`config.mk`:
```
export PLATFORM = sky130hd
export DESIGN_NAME = imm_gen_pipe_flat
export DESIGN_NICKNAME = d
export VERILOG_FILES = /design/src/rtl/imm_gen_pipe_if.sv /design/src/rtl/imm_gen_pipe.sv /design/src/flat_wrapper.sv
export SDC_FILE = /design/constraint.sdc
export NUM_CORES = 1
export LEC_CHECK = 0
export BUFFER_PORTS_ARGS = -buffer_cell sky130_fd_sc_hd__buf_2
export CORE_UTILIZATION = 40
export DETAILED_ROUTE_END_ITERATION = 10
export PLACE_DENSITY = 0.61
export SLEW_MARGIN = 10
export SYNTH_ARGS = -nofsm -noshare
export SYNTH_HDL_FRONTEND = slang
export SYNTH_SLANG_ARGS = --single-unit
```
`constraint.sdc`:
```
create_clock -name clk -period 3.8 [get_ports clk]
set_input_delay 0.95 -clock clk [delete_from_list [all_inputs] [get_ports clk]]
set_output_delay 0.95 -clock clk [all_outputs]
set_load 0.01 [all_outputs]
```
`src/rtl/imm_gen_pipe_if.sv`:
```
// Handshake bundle for imm_gen_pipe: upstream instruction channel and
// downstream decoded-immediate channel.
interface imm_gen_pipe_if #(
    parameter int XLEN  = 32,
    parameter int TAG_W = 5
);
    logic             in_valid;
    logic             in_ready;
    logic [3:0]       in_type;
    logic [31:0]      in_inst;
    logic [TAG_W-1:0] in_tag;
    logic             out_valid;
    logic             out_ready;
    logic [XLEN-1:0]  out_imm;
    logic [TAG_W-1:0] out_tag;
    logic             out_illegal;

    modport master (
        output in_valid, in_type, in_inst, in_tag, out_ready,
        input  in_ready, out_valid, out_imm, out_tag, out_illegal
    );

    modport slave (
        input  in_valid, in_type, in_inst, in_tag, out_ready,
        output in_ready, out_valid, out_imm, out_tag, out_illegal
    );
endinterface

```
`src/rtl/imm_gen_pipe.sv`:
```
// RISC-V immediate decoder with a registered output stage and one skid entry;
// in_ready is a flop so there is no combinational path from out_ready.
module imm_gen_pipe #(
    parameter int XLEN  = 32,
    parameter int TAG_W = 5
) (
    input logic          clk,
    input logic          rst,
    input logic          flush,
    imm_gen_pipe_if.slave bus
);
    typedef enum logic [3:0] {
        IT_LOAD  = 4'd0,
        IT_IMM   = 4'd1,
        IT_STORE = 4'd2,
        IT_REG   = 4'd3,
        IT_LUI   = 4'd4,
        IT_AUIPC = 4'd5,
        IT_BRNCH = 4'd6,
        IT_JALR  = 4'd7,
        IT_JAL   = 4'd8,
        IT_CSR   = 4'd9,
        IT_SHIFT = 4'd10
    } itype_e;

    typedef struct packed {
        logic [XLEN-1:0]  imm;
        logic [TAG_W-1:0] tag;
        logic             ill;
    } entry_t;

    entry_t out_q, out_d;
    entry_t skid_q, skid_d;
    logic   out_valid_q, out_valid_d;
    logic   skid_valid_q, skid_valid_d;
    logic   in_ready_q, in_ready_d;

    entry_t             dec;
    logic signed [31:0] s32;
    logic               in_xfer;
    logic               out_xfer;

    always_comb begin
        s32     = '0;
        dec     = '0;
        dec.tag = bus.in_tag;
        case (itype_e'(bus.in_type))
            IT_LOAD, IT_IMM, IT_JALR: begin
                s32     = 32'($signed(bus.in_inst[31:20]));
                dec.imm = XLEN'(s32);
            end
            IT_STORE: begin
                s32     = 32'($signed({bus.in_inst[31:25], bus.in_inst[11:7]}));
                dec.imm = XLEN'(s32);
            end
            IT_BRNCH: begin
                s32     = 32'($signed({bus.in_inst[31], bus.in_inst[7], bus.in_inst[30:25],
                                       bus.in_inst[11:8], 1'b0}));
                dec.imm = XLEN'(s32);
            end
            IT_LUI, IT_AUIPC: begin
                s32     = {bus.in_inst[31:12], 12'b0};
                dec.imm = XLEN'(s32);
            end
            IT_JAL: begin
                s32     = 32'($signed({bus.in_inst[31], bus.in_inst[19:12], bus.in_inst[20],
                                       bus.in_inst[30:21], 1'b0}));
                dec.imm = XLEN'(s32);
            end
            IT_REG:   dec.imm = '0;
            IT_CSR:   dec.imm = XLEN'(bus.in_inst[19:15]);
            IT_SHIFT: begin
                if (XLEN == 64) dec.imm = XLEN'(bus.in_inst[25:20]);
                else            dec.imm = XLEN'(bus.in_inst[24:20]);
            end
            default:  dec.ill = 1'b1;
        endcase
    end

    assign in_xfer  = bus.in_valid && in_ready_q;
    assign out_xfer = out_valid_q && bus.out_ready;

    // Skid entry only fills while the output register is stalled, so it can
    // never be valid with the output register empty; order stays FIFO.
    always_comb begin
        out_d        = out_q;
        out_valid_d  = out_valid_q;
        skid_d       = skid_q;
        skid_valid_d = skid_valid_q;
        if (flush) begin
            out_d        = '0;
            out_valid_d  = 1'b0;
            skid_d       = '0;
            skid_valid_d = 1'b0;
        end else if (!out_valid_q || out_xfer) begin
            if (skid_valid_q) begin
                out_d        = skid_q;
                out_valid_d  = 1'b1;
                skid_d       = '0;
                skid_valid_d = 1'b0;
            end else if (in_xfer) begin
                out_d       = dec;
                out_valid_d = 1'b1;
            end else begin
                out_d       = '0;
                out_valid_d = 1'b0;
            end
        end else if (in_xfer) begin
            skid_d       = dec;
            skid_valid_d = 1'b1;
        end
        in_ready_d = !skid_valid_d;
    end

    always_ff @(posedge clk or posedge rst) begin
        if (rst) begin
            out_q        <= '0;
            out_valid_q  <= 1'b0;
            skid_q       <= '0;
            skid_valid_q <= 1'b0;
            in_ready_q   <= 1'b1;
        end else begin
            out_q        <= out_d;
            out_valid_q  <= out_valid_d;
            skid_q       <= skid_d;
            skid_valid_q <= skid_valid_d;
            in_ready_q   <= in_ready_d;
        end
    end

    assign bus.in_ready    = in_ready_q;
    assign bus.out_valid   = out_valid_q;
    assign bus.out_imm     = out_q.imm;
    assign bus.out_tag     = out_q.tag;
    assign bus.out_illegal = out_q.ill;
endmodule

```
`src/flat_wrapper.sv`:
```
// flat-port wrapper written by rule: the top's interface ports become plain ports
module imm_gen_pipe_flat 
#(
    parameter int XLEN  = 32,
    parameter int TAG_W = 5
)
  (clk, rst, flush, bus_in_valid, bus_in_type, bus_in_inst, bus_in_tag, bus_out_ready, bus_in_ready, bus_out_valid, bus_out_imm, bus_out_tag, bus_out_illegal);
  imm_gen_pipe_if #(.XLEN(XLEN), .TAG_W(TAG_W)) bus_i ();
  input logic clk;
  input logic rst;
  input logic flush;
  input wire logic [$bits(bus_i.in_valid)-1:0] bus_in_valid;
  input wire logic [$bits(bus_i.in_type)-1:0] bus_in_type;
  input wire logic [$bits(bus_i.in_inst)-1:0] bus_in_inst;
  input wire logic [$bits(bus_i.in_tag)-1:0] bus_in_tag;
  input wire logic [$bits(bus_i.out_ready)-1:0] bus_out_ready;
  output wire logic [$bits(bus_i.in_ready)-1:0] bus_in_ready;
  output wire logic [$bits(bus_i.out_valid)-1:0] bus_out_valid;
  output wire logic [$bits(bus_i.out_imm)-1:0] bus_out_imm;
  output wire logic [$bits(bus_i.out_tag)-1:0] bus_out_tag;
  output wire logic [$bits(bus_i.out_illegal)-1:0] bus_out_illegal;
  assign bus_i.in_valid = bus_in_valid;
  assign bus_i.in_type = bus_in_type;
  assign bus_i.in_inst = bus_in_inst;
  assign bus_i.in_tag = bus_in_tag;
  assign bus_i.out_ready = bus_out_ready;
  assign bus_in_ready = bus_i.in_ready;
  assign bus_out_valid = bus_i.out_valid;
  assign bus_out_imm = bus_i.out_imm;
  assign bus_out_tag = bus_i.out_tag;
  assign bus_out_illegal = bus_i.out_illegal;
  imm_gen_pipe #(.XLEN(XLEN), .TAG_W(TAG_W)) u_core (.clk(clk), .rst(rst), .flush(flush), .bus(bus_i));
endmodule
```
# After elaboration in Yosys (flattened, before gate mapping)
# Index checks and enable logic that the tools add are counted.
[word_totals] regBits=79 latch_bits=0 ramBits=0 rom_bits=0 input_bits=46 output_inout_bits=40 word_cells=49 n_memories=0
[op_classes] addsub=0 n_mul=0 div=0 order_cmp=0 eq_ne=11 n_shift=0 muxes=17 bitwise_logic=0 reduce_logical=12
[ops] op="two-way mux 38 bit" n=8
[ops] op="case mux 32 bit (7 select lines)" n=1
[ops] op="equality test 4 x 3 -> 1 bit, second input constant" n=4
[ops] op="equality test 4 bit, second input constant" n=3
[ops] op="OR reduction 11 bit" n=1
[ops] op="equality test 4 x 2 -> 1 bit, second input constant" n=2
[ops] op="two-way mux 1 bit" n=8
[ops] op="equality test 4 x 1 -> 1 bit, second input constant" n=1
[ops] op="logical NOT 4 bit" n=1
[ops] op="!= test 3 x 2 -> 1 bit, second input constant" n=1
[ops] op="nonzero test 3 bit" n=1
[ops] op="OR reduction 3 bit" n=1
[ops] op="logical AND 1 bit" n=2
[ops] op="logical NOT 1 bit" n=2
[ops] op="AND reduction 2 bit" n=1
[ops] op="nonzero test 2 bit" n=1
[ops] op="OR reduction 2 bit" n=1
[ops] op="logical OR 1 bit" n=1

# Depth between registers and ports, before layout
# Gate-level depths: netlist (run 1).
[logic_depth] depth_word=7 ltp_mapped=7

# Worst setup path after synthesis (run 1)
# OpenSTA, ideal clock, no wires.
[synth_timing] path_type="input-to-reg" start="in bus_out_ready" end="reg u_core.skid_q[22] (netlist bit)" setup_time_ps=121 arrival_ps=1909 required_ps=3679 path_slack_ps=1770 cell_stages=6 path_buffers=2 cell_sequence="nand2b_4 -> buf_6 -> a211oi_4 -> nor3_4 -> buf_6 -> a22o_1"
[synth_via] elab_chain_cells=4 elab_cells_between_ends=7 classes_between="1 x eq/ne; 2 x mux; 4 x reduce/logical"
[synth_lines] element="start, declared" line="flat_wrapper.sv:16" rtl="input wire logic [$bits(bus_i.out_ready)-1:0] bus_out_ready;"
[synth_lines] element="logical AND 1 bit (*)" line="imm_gen_pipe.sv:81" rtl="assign out_xfer = out_valid_q && bus.out_ready;"
[synth_lines] element="logical OR 1 bit (*)" line="imm_gen_pipe.sv:95" rtl="end else if (!out_valid_q || out_xfer) begin"
[synth_lines] element="!= test 3 x 2 -> 1 bit (no source line) (tied with other cells)"
[synth_lines] element="AND reduction 2 bit (no source line) / two-way mux 38 bit (equally long branches)"
[synth_lines] element="end signal, assigned" line="imm_gen_pipe.sv:125" rtl="skid_q <= skid_d;"
[synth_lines] element="end, declared" line="imm_gen_pipe.sv:33" rtl="entry_t skid_q, skid_d;"
# Mark *: on every way between the ends. The rest lies on a longest branch, timed or not.
# A chain may end at the register's enable or synchronous reset.

# Worst setup path in the final report (run 1)
[layout_timing] start="reg u_core.skid_valid_q" end="reg u_core.out_q, in the netlist u_core.bus.out_imm[10]"
[layout_via] elab_chain_cells=3
[layout_lines] element="start, declared" line="imm_gen_pipe.sv:35" rtl="logic skid_valid_q, skid_valid_d;"
[layout_lines] element="start signal, assigned" line="imm_gen_pipe.sv:126" rtl="skid_valid_q <= skid_valid_d;"
[layout_lines] element="two-way mux 38 bit" line="imm_gen_pipe.sv:96" rtl="if (skid_valid_q) begin"
[layout_lines] element="two-way mux 38 bit" line="imm_gen_pipe.sv:95"
[layout_lines] element="two-way mux 38 bit" line="imm_gen_pipe.sv:90" rtl="if (flush) begin"
[layout_lines] element="end signal, assigned" line="imm_gen_pipe.sv:123" rtl="out_q <= out_d;"
[layout_lines] element="end, declared" line="imm_gen_pipe.sv:32" rtl="entry_t out_q, out_d;"
# No other way between the ends. The select of a mux whose other input is x is not followed.

==> results.txt, run 1 <==
RSZ-0062 raised after global routing: no
Drt initial violations: 178
Area of the multi-input gates: 0.00186 sq mm
Combinational share of power: 12.7%
Synth area leader: dfrtp_1
GPL Wtd Cong: 0.783
Quantity of gates resized following cts: 0
Cell with the most instances after synthesis: dfrtp_1
Root Driver: clkbuf_8
Run status: finished clean
Final setup violation count: 0
Ports: 86
Max-slew headroom: 47.3%
Count of flip-flops with a built-in enable after synthesis: 0
CORE AREA: 0.00982 sq mm
Total clock buffers created by CTS: 9
CTS Sinks: 79
Switching fraction of total power: 25.9%
Final layout net count: 512
Critical Path RT: 4070 ps
Row count: 36
Crit end category: register
Die Y: 103 um
Largest net degree at the start of global routing: 45
WL/cell: 17.6 um
Initial Util: 41.3%
Setup_tns: 0 ps
Sequential cell area: 0.00198 sq mm
CP peak stage delay: 660 ps
Clk_skew: 9.77 ps
Switch Pwr: 0.489 mW
Final Max Slew Viols: 0
Crit. Startpoint: u_core.skid_valid_q
First-pass GRT wire length: 17.2 mm
Clock power frac: 40.8%
Die Footprint: 0.0105 sq mm
CTS tree: yes
Hold WC Path Type: register to register
Avg Cell Area, Syn: 9.97 sq um
Area Overhead vs Synth: 16.2%
CP Max Fanout: 23
Top FF cell, synth: dfrtp_1
Worst hold path depth: 2
DRC viols: 0
Via-to-Cell Ratio: 5.66
Worst Reg-to-Reg Cells: 4
Max-cap violations: 0
Fmax: 0.400 GHz
Non-Filler Instances: 603
Post-synthesis instance area: 0.00406 sq mm
Worst path depth: 4
FF+latch count, synth: 79
Top post-synthesis cells by count: dfrtp_1 (78), nand2_1 (45), a21oi_1 (31), a22o_1 (30), o21ai_0 (27)
Critical-path top delay cell: dfrtp_1
Clk Latency, worst-skew pair: 350 ps
Part of the cycle the worst path needs: 65.9%
DRT antenna net count: 0
Arrival @ worst endpoint: 2770 ps
Ys async rst share: 100%
CTS clk-pin slew, worst paths: 80 ps
Cell-internal power: 1.40 mW
IO buf count: 78
Final Hold Fails: 0
Count of cell types in the netlist: 54
Crit path kind: register to register
Post-placement cell count: 588
Final WL: 10.6 mm
Worst vdd ir: 0.000198 V
Yosys warning count: 0
LEAKAGE: 2.38 nW
Layout cell share with drive strength beyond 1: 23.8%
PwrDens: 401 mW/mm^2
Fill count: 1001
Reg power frac: 46.5%
Detailed-route via count: 3415
Synth top area share: 48.1%
Fin crit period: 2500 ps
Ant diodes: 0
Clock tree buffer depth: 2
Post-synthesis sequential area ratio: 48.8%
Worst path top cell family by delay: simple AND/OR/NAND/NOR gates
Die width: 103 um
Synth top area cells: dfrtp_1 (48%), a22o_1 (6.5%), nand2_1 (4.2%)
Crit path launch type: register
H-tree levels: 3
Reg-to-Reg Start: u_core.skid_valid_q
Initial antenna violation count: 0
Number of global-route vias before repair: 3181
Crit path buf inv count: 0
Post-CTS setup buffers: 0
Router iterations before antenna repair: 4
Total Power: 1.89 mW
Critical-path cell list: and3b_1 -> nand3b_1 -> nor2_1 -> o2bb2ai_1
Worst slew pin tran: 789 ps
Grt total ovfl: 0
Syn Inst Count: 407
Post-DP HPWL: 7.07 mm
Min-delay src: u_core.skid_q[11]
Synth Net Count: 453
Aggregate global-route resource usage: 21.6%
Hold buffer count at cts: 0
## worst reg2reg max path, cell delays in order, from the launching register on
cell and delay (ps):
dfrtp_1 660, and3b_1 510, nand3b_1 500, nor2_1 590
o2bb2ai_1 170
## power groups by stage
stage	registers (mW)	clock network [mW]	logic, mW
detailed placement	0.895	0	0.241
floorplan	0.900	0	0.154
CTS	0.878	0.784	0.241
global route	0.881	0.820	0.268
finish	0.878	0.770	0.241
global placement	0.894	0	0.238
## cells in the final DEF (no fill, tap or decap), drive strengths merged, types with 2 or more instances in the layout
| master | instances |
|---|---|
| a211o | 2 |
| a211oi | 2 |
| a21o | 18 |
| a21oi | 31 |
| a221oi | 9 |
| a22o | 30 |
| a22oi | 5 |
| a311oi | 4 |
| a31oi | 6 |
| and2 | 2 |
| and3 | 13 |
| buf | 84 |
| bufinv | 3 |
| clkbuf | 10 |
| dfrtp | 78 |
| inv | 5 |
| nand2 | 45 |
| nand2b | 3 |
| nand3 | 7 |
| nor2 | 13 |
| nor2b | 17 |
| nor3 | 7 |
| nor4bb | 2 |
| o211ai | 10 |
| o21a | 2 |
| o21ai | 28 |
| o22ai | 7 |
| o2bb2ai | 6 |
| o32a | 4 |
| or3 | 2 |
## per-layer routing
layer | track usage [%] | vias up | routed length (um)
met4 | 6.15 | 0 | 38
met3 | 4.00 | 2 | 417
li1 | - | 1635 | -
met5 | 0 | - | 0
met1 | 32.7 | 1697 | 5430
met2 | 31.3 | 81 | 4730
## registers in the layout (all words and copies together), names as in the netlist
| signal | flops |
|---|---|
| u_core.bus.out_imm | 32 |
| u_core.bus.in_ready | 1 |
| u_core.bus.out_tag | 5 |
| u_core.skid_q | 38 |
| u_core.skid_valid_q | 1 |
| u_core.bus.out_valid | 1 |
| u_core.bus.out_illegal | 1 |
## area by class of cell
cell class,count,share of cell area [%]
clock buffer,10,2.92
tap,133,3.53
timing repair buffer,84,9.51
clock inverter,5,2.26
multi-input combinational,287,39.4
sequential,79,42.0
inverter,5,0.398
## path summary, 6_finish.rpt
kind / to / slack [ps]
setup / recovery: u_core.bus.out_imm[10] / 1300
hold / removal: u_core.skid_q[11] / 480
setup reg to reg: u_core.bus.out_imm[10] / 1300
hold reg to reg: u_core.skid_q[11] / 480
max in group asynchronous: u_core.bus.in_ready / 2280
min in group asynchronous: u_core.skid_q[6] / 730
## kinds of logic (layout without fill, tap and decap cells)
kind of cell,after synthesis,after routing,synth area share (%)
simple gates,119,119,16.3
compound gates,167,167,29.1
buf+inv,41,104,5.58
xor+xnor,1,1,0.216
flops,79,79,48.8
## stage by stage
stage	hold WS (ps)	utilization, %	instance area [sq um]	worst slack, ps
after floorplan	438	-	4060	828
after global placement	454	45.5	4470	1030
after detailed placement	460	45.5	4470	1010
after CTS	481	48.0	4710	1270
after global routing	499	48.0	4710	1120
final	482	48.0	4710	1300
Note: power is estimated with default switching activity, not from simulation.
==> inputs of run 2 (changes only) <==
--- a/config.mk
+++ b/config.mk
@@ -8,7 +8,7 @@
 export BUFFER_PORTS_ARGS = -buffer_cell sky130_fd_sc_hd__buf_2
 export CORE_UTILIZATION = 40
 export DETAILED_ROUTE_END_ITERATION = 10
-export PLACE_DENSITY = 0.61
+export PLACE_DENSITY = 0.63
 export SLEW_MARGIN = 10
 export SYNTH_ARGS = -nofsm -noshare
 export SYNTH_HDL_FRONTEND = slang
==> constraint.sdc (replaced) <==
create_clock -name clk -period 2.08 [get_ports clk]
set_input_delay 0.52 -clock clk [delete_from_list [all_inputs] [get_ports clk]]
set_output_delay 0.52 -clock clk [all_outputs]
set_load 0.01 [all_outputs]
==> results.txt, run 2 (synthesis gave the netlist of run 1 again) <==
Initial antenna violation count: 0 (unchanged)
Hold buffer count at cts: 0 (unchanged)
Pre-CTS setup slack: 183 ps (was 1010 ps)
Setup_tns: 0 ps (unchanged)
WL/cell: 17.5 um (was 17.6 um)
Crit. Startpoint: u_core.bus.in_ready (was u_core.skid_valid_q)
Initial Util: 41.3% (unchanged)
Aggregate global-route resource usage: 22.5% (was 21.6%)
First-pass GRT wire length: 18.0 mm (was 17.2 mm)
CP Max Fanout: 15 (was 23)
Grt total ovfl: 0 (unchanged)
RSZ-0062 raised after global routing: no (unchanged)
Area Overhead vs Synth: 18.2% (was 16.2%)
Final layout net count: 529 (was 512)
Die Y: 103 um (unchanged)
Fill count: 973 (was 1001)
IO buf count: 78 (unchanged)
Met2 Usage GRT: 35.2% (was 31.3%)
Fin area: 0.00480 sq mm (was 0.00471 sq mm)
DRT antenna net count: 0 (unchanged)
CORE AREA: 0.00982 sq mm (unchanged)
Via-to-Cell Ratio: 5.73 (was 5.66)
Max-cap violations: 0 (unchanged)
Crit path kind: register to register (unchanged)
Final Max Slew Viols: 0 (unchanged)
Die Footprint: 0.0105 sq mm (unchanged)
Drt initial violations: 161 (was 178)
Final Hold Fails: 0 (unchanged)
Root Driver: clkbuf_8 (unchanged)
Met3 Track Usage GR: 4.00% (unchanged)
Busiest layer in global routing: met2 (was met1)
Critical-path top delay cell: dfstp_2 (was dfrtp_1)
Post-CTS setup buffers: 0 (unchanged)
PwrDens: 671 mW/mm^2 (was 401 mW/mm^2)
CP peak stage delay: 560 ps (was 660 ps)
CTS tree: yes (unchanged)
Router iterations before antenna repair: 5 (was 4)
Final WL: 10.9 mm (was 10.6 mm)
Clk_skew: 12.1 ps (was 9.77 ps)
Worst vdd ir: 0.000448 V (was 0.000198 V)
Leading cell types in the layout, fill and taps excluded: buf_2 (78), dfrtp_1 (78), nand2_1 (45), a21oi_1 (31), a22o_1 (30) (unchanged)
Max reg flops: 38 (unchanged)
Worst Slack Setup Final: 332 ps (was 1300 ps)
Critical Path RT: 2360 ps (was 4070 ps)
Post-DP HPWL: 7.54 mm (was 7.07 mm)
Number of global-route vias before repair: 3390 (was 3181)
Detailed-route via count: 3559 (was 3415)
Critical-path cell list: and4b_1 -> a211oi_4 -> nor3_4 -> a22o_1 (was and3b_1 -> nand3b_1 -> nor2_1 -> o2bb2ai_1)
GPL Wtd Cong: 0.783 (about the same)
Met1 Use GR: 32.6% (was 32.7%)
CTS Sinks: 79 (unchanged)
Final setup violation count: 0 (unchanged)
Hold WC Path Type: input port to async pin (was register to register)
Max-slew headroom: 56.2% (was 47.3%)
DRC viols: 0 (unchanged)
Total Power: 3.22 mW (was 1.89 mW)
Placed inst area: 0.00460 sq mm (was 0.00447 sq mm)
Biggest register: u_core.skid_q (unchanged)
CTS clk-pin slew, worst paths: 80 ps (about the same)
Die width: 103 um (unchanged)
H-tree levels: 3 (unchanged)
Worst slew pin tran: 654 ps (was 789 ps)
Total clock buffers created by CTS: 9 (unchanged)
Crit end category: register (unchanged)
Quantity of gates resized following cts: 0 (unchanged)
Crit path launch type: register (unchanged)
Fmax: 0.572 GHz (was 0.400 GHz)
Ports: 86 (unchanged)
Clock tree buffer depth: 2 (unchanged)
Arrival @ worst endpoint: 2030 ps (was 2770 ps)
Run status: finished clean (unchanged)
Ant diodes: 0 (unchanged)
Fin crit period: 1750 ps (was 2500 ps)
Reg-to-Reg Start: u_core.bus.in_ready (was u_core.skid_valid_q)
Clk Latency, worst-skew pair: 350 ps (about the same)
Largest net degree at the start of global routing: 52 (was 45)
Layout cell share with drive strength beyond 1: 26.4% (was 23.8%)
Row count: 36 (unchanged)
Part of the cycle the worst path needs: 84.0% (was 65.9%)
LEAKAGE: 2.44 nW (was 2.38 nW)
-- run 2: final timing paths --
check | endpoint | slack (ps) | cells after the start
min in group clk | u_core.skid_q[1] | 420 | 3
worst min register to register | u_core.skid_q[1] | 480 | 2
worst max-delay path | u_core.skid_q[28] | 330 | 4
worst max register to register | u_core.skid_q[28] | 330 | 4
max in group asynchronous | u_core.skid_q[9] | 1520 | 3
worst min-delay path | u_core.bus.out_tag[4] | 240 | 3
-- run 2: report_power, final --
part,total (mW),internal (mW),switching (mW),leakage (nW)
logic,0.469,0.175,0.295,1.25
clock network,1.15,0.564,0.582,0.0973
registers,1.60,1.58,0.0268,1.09
-- run 2: metrics by stage --
step	instances	utilization [%]	hold slack, ps
2_1_floorplan	407	-	438
3_3_place_gp	605	46.8	451
3_5_place_dp	605	46.8	455
4_1_cts	621	48.8	242
5_1_grt	621	48.8	251
6_report	621	48.8	240
-- run 2: cell type report --
| type | instances | area, sq um | share of cell area (%) |
|---|---|---|---|
| clock buffers | 10 | 128 | 2.66 |
| flip-flops and latches | 79 | 1980 | 41.2 |
| well taps | 133 | 166 | 3.47 |
| repair buffers | 101 | 576 | 12.0 |
| clock inverters | 6 | 68.8 | 1.43 |
| multi-input cells | 287 | 1860 | 38.7 |
| inverters | 5 | 22.5 | 0.470 |
-- run 2: per-layer routing --
metal / wire length [um] / vias to the layer above
li1: - / 1668
met2: 5060 / 114
met4: 87 / 0
met3: 530 / 8
met1: 5210 / 1769
met5: 0 / -
-- run 2: critical path, delay by kind of cell (launching register included) --
kind | cells | cell delay (ps)
AOI/OAI and AO/OA | 2 | 310
DFF | 1 | 560
and+or+nand+nor | 2 | 810
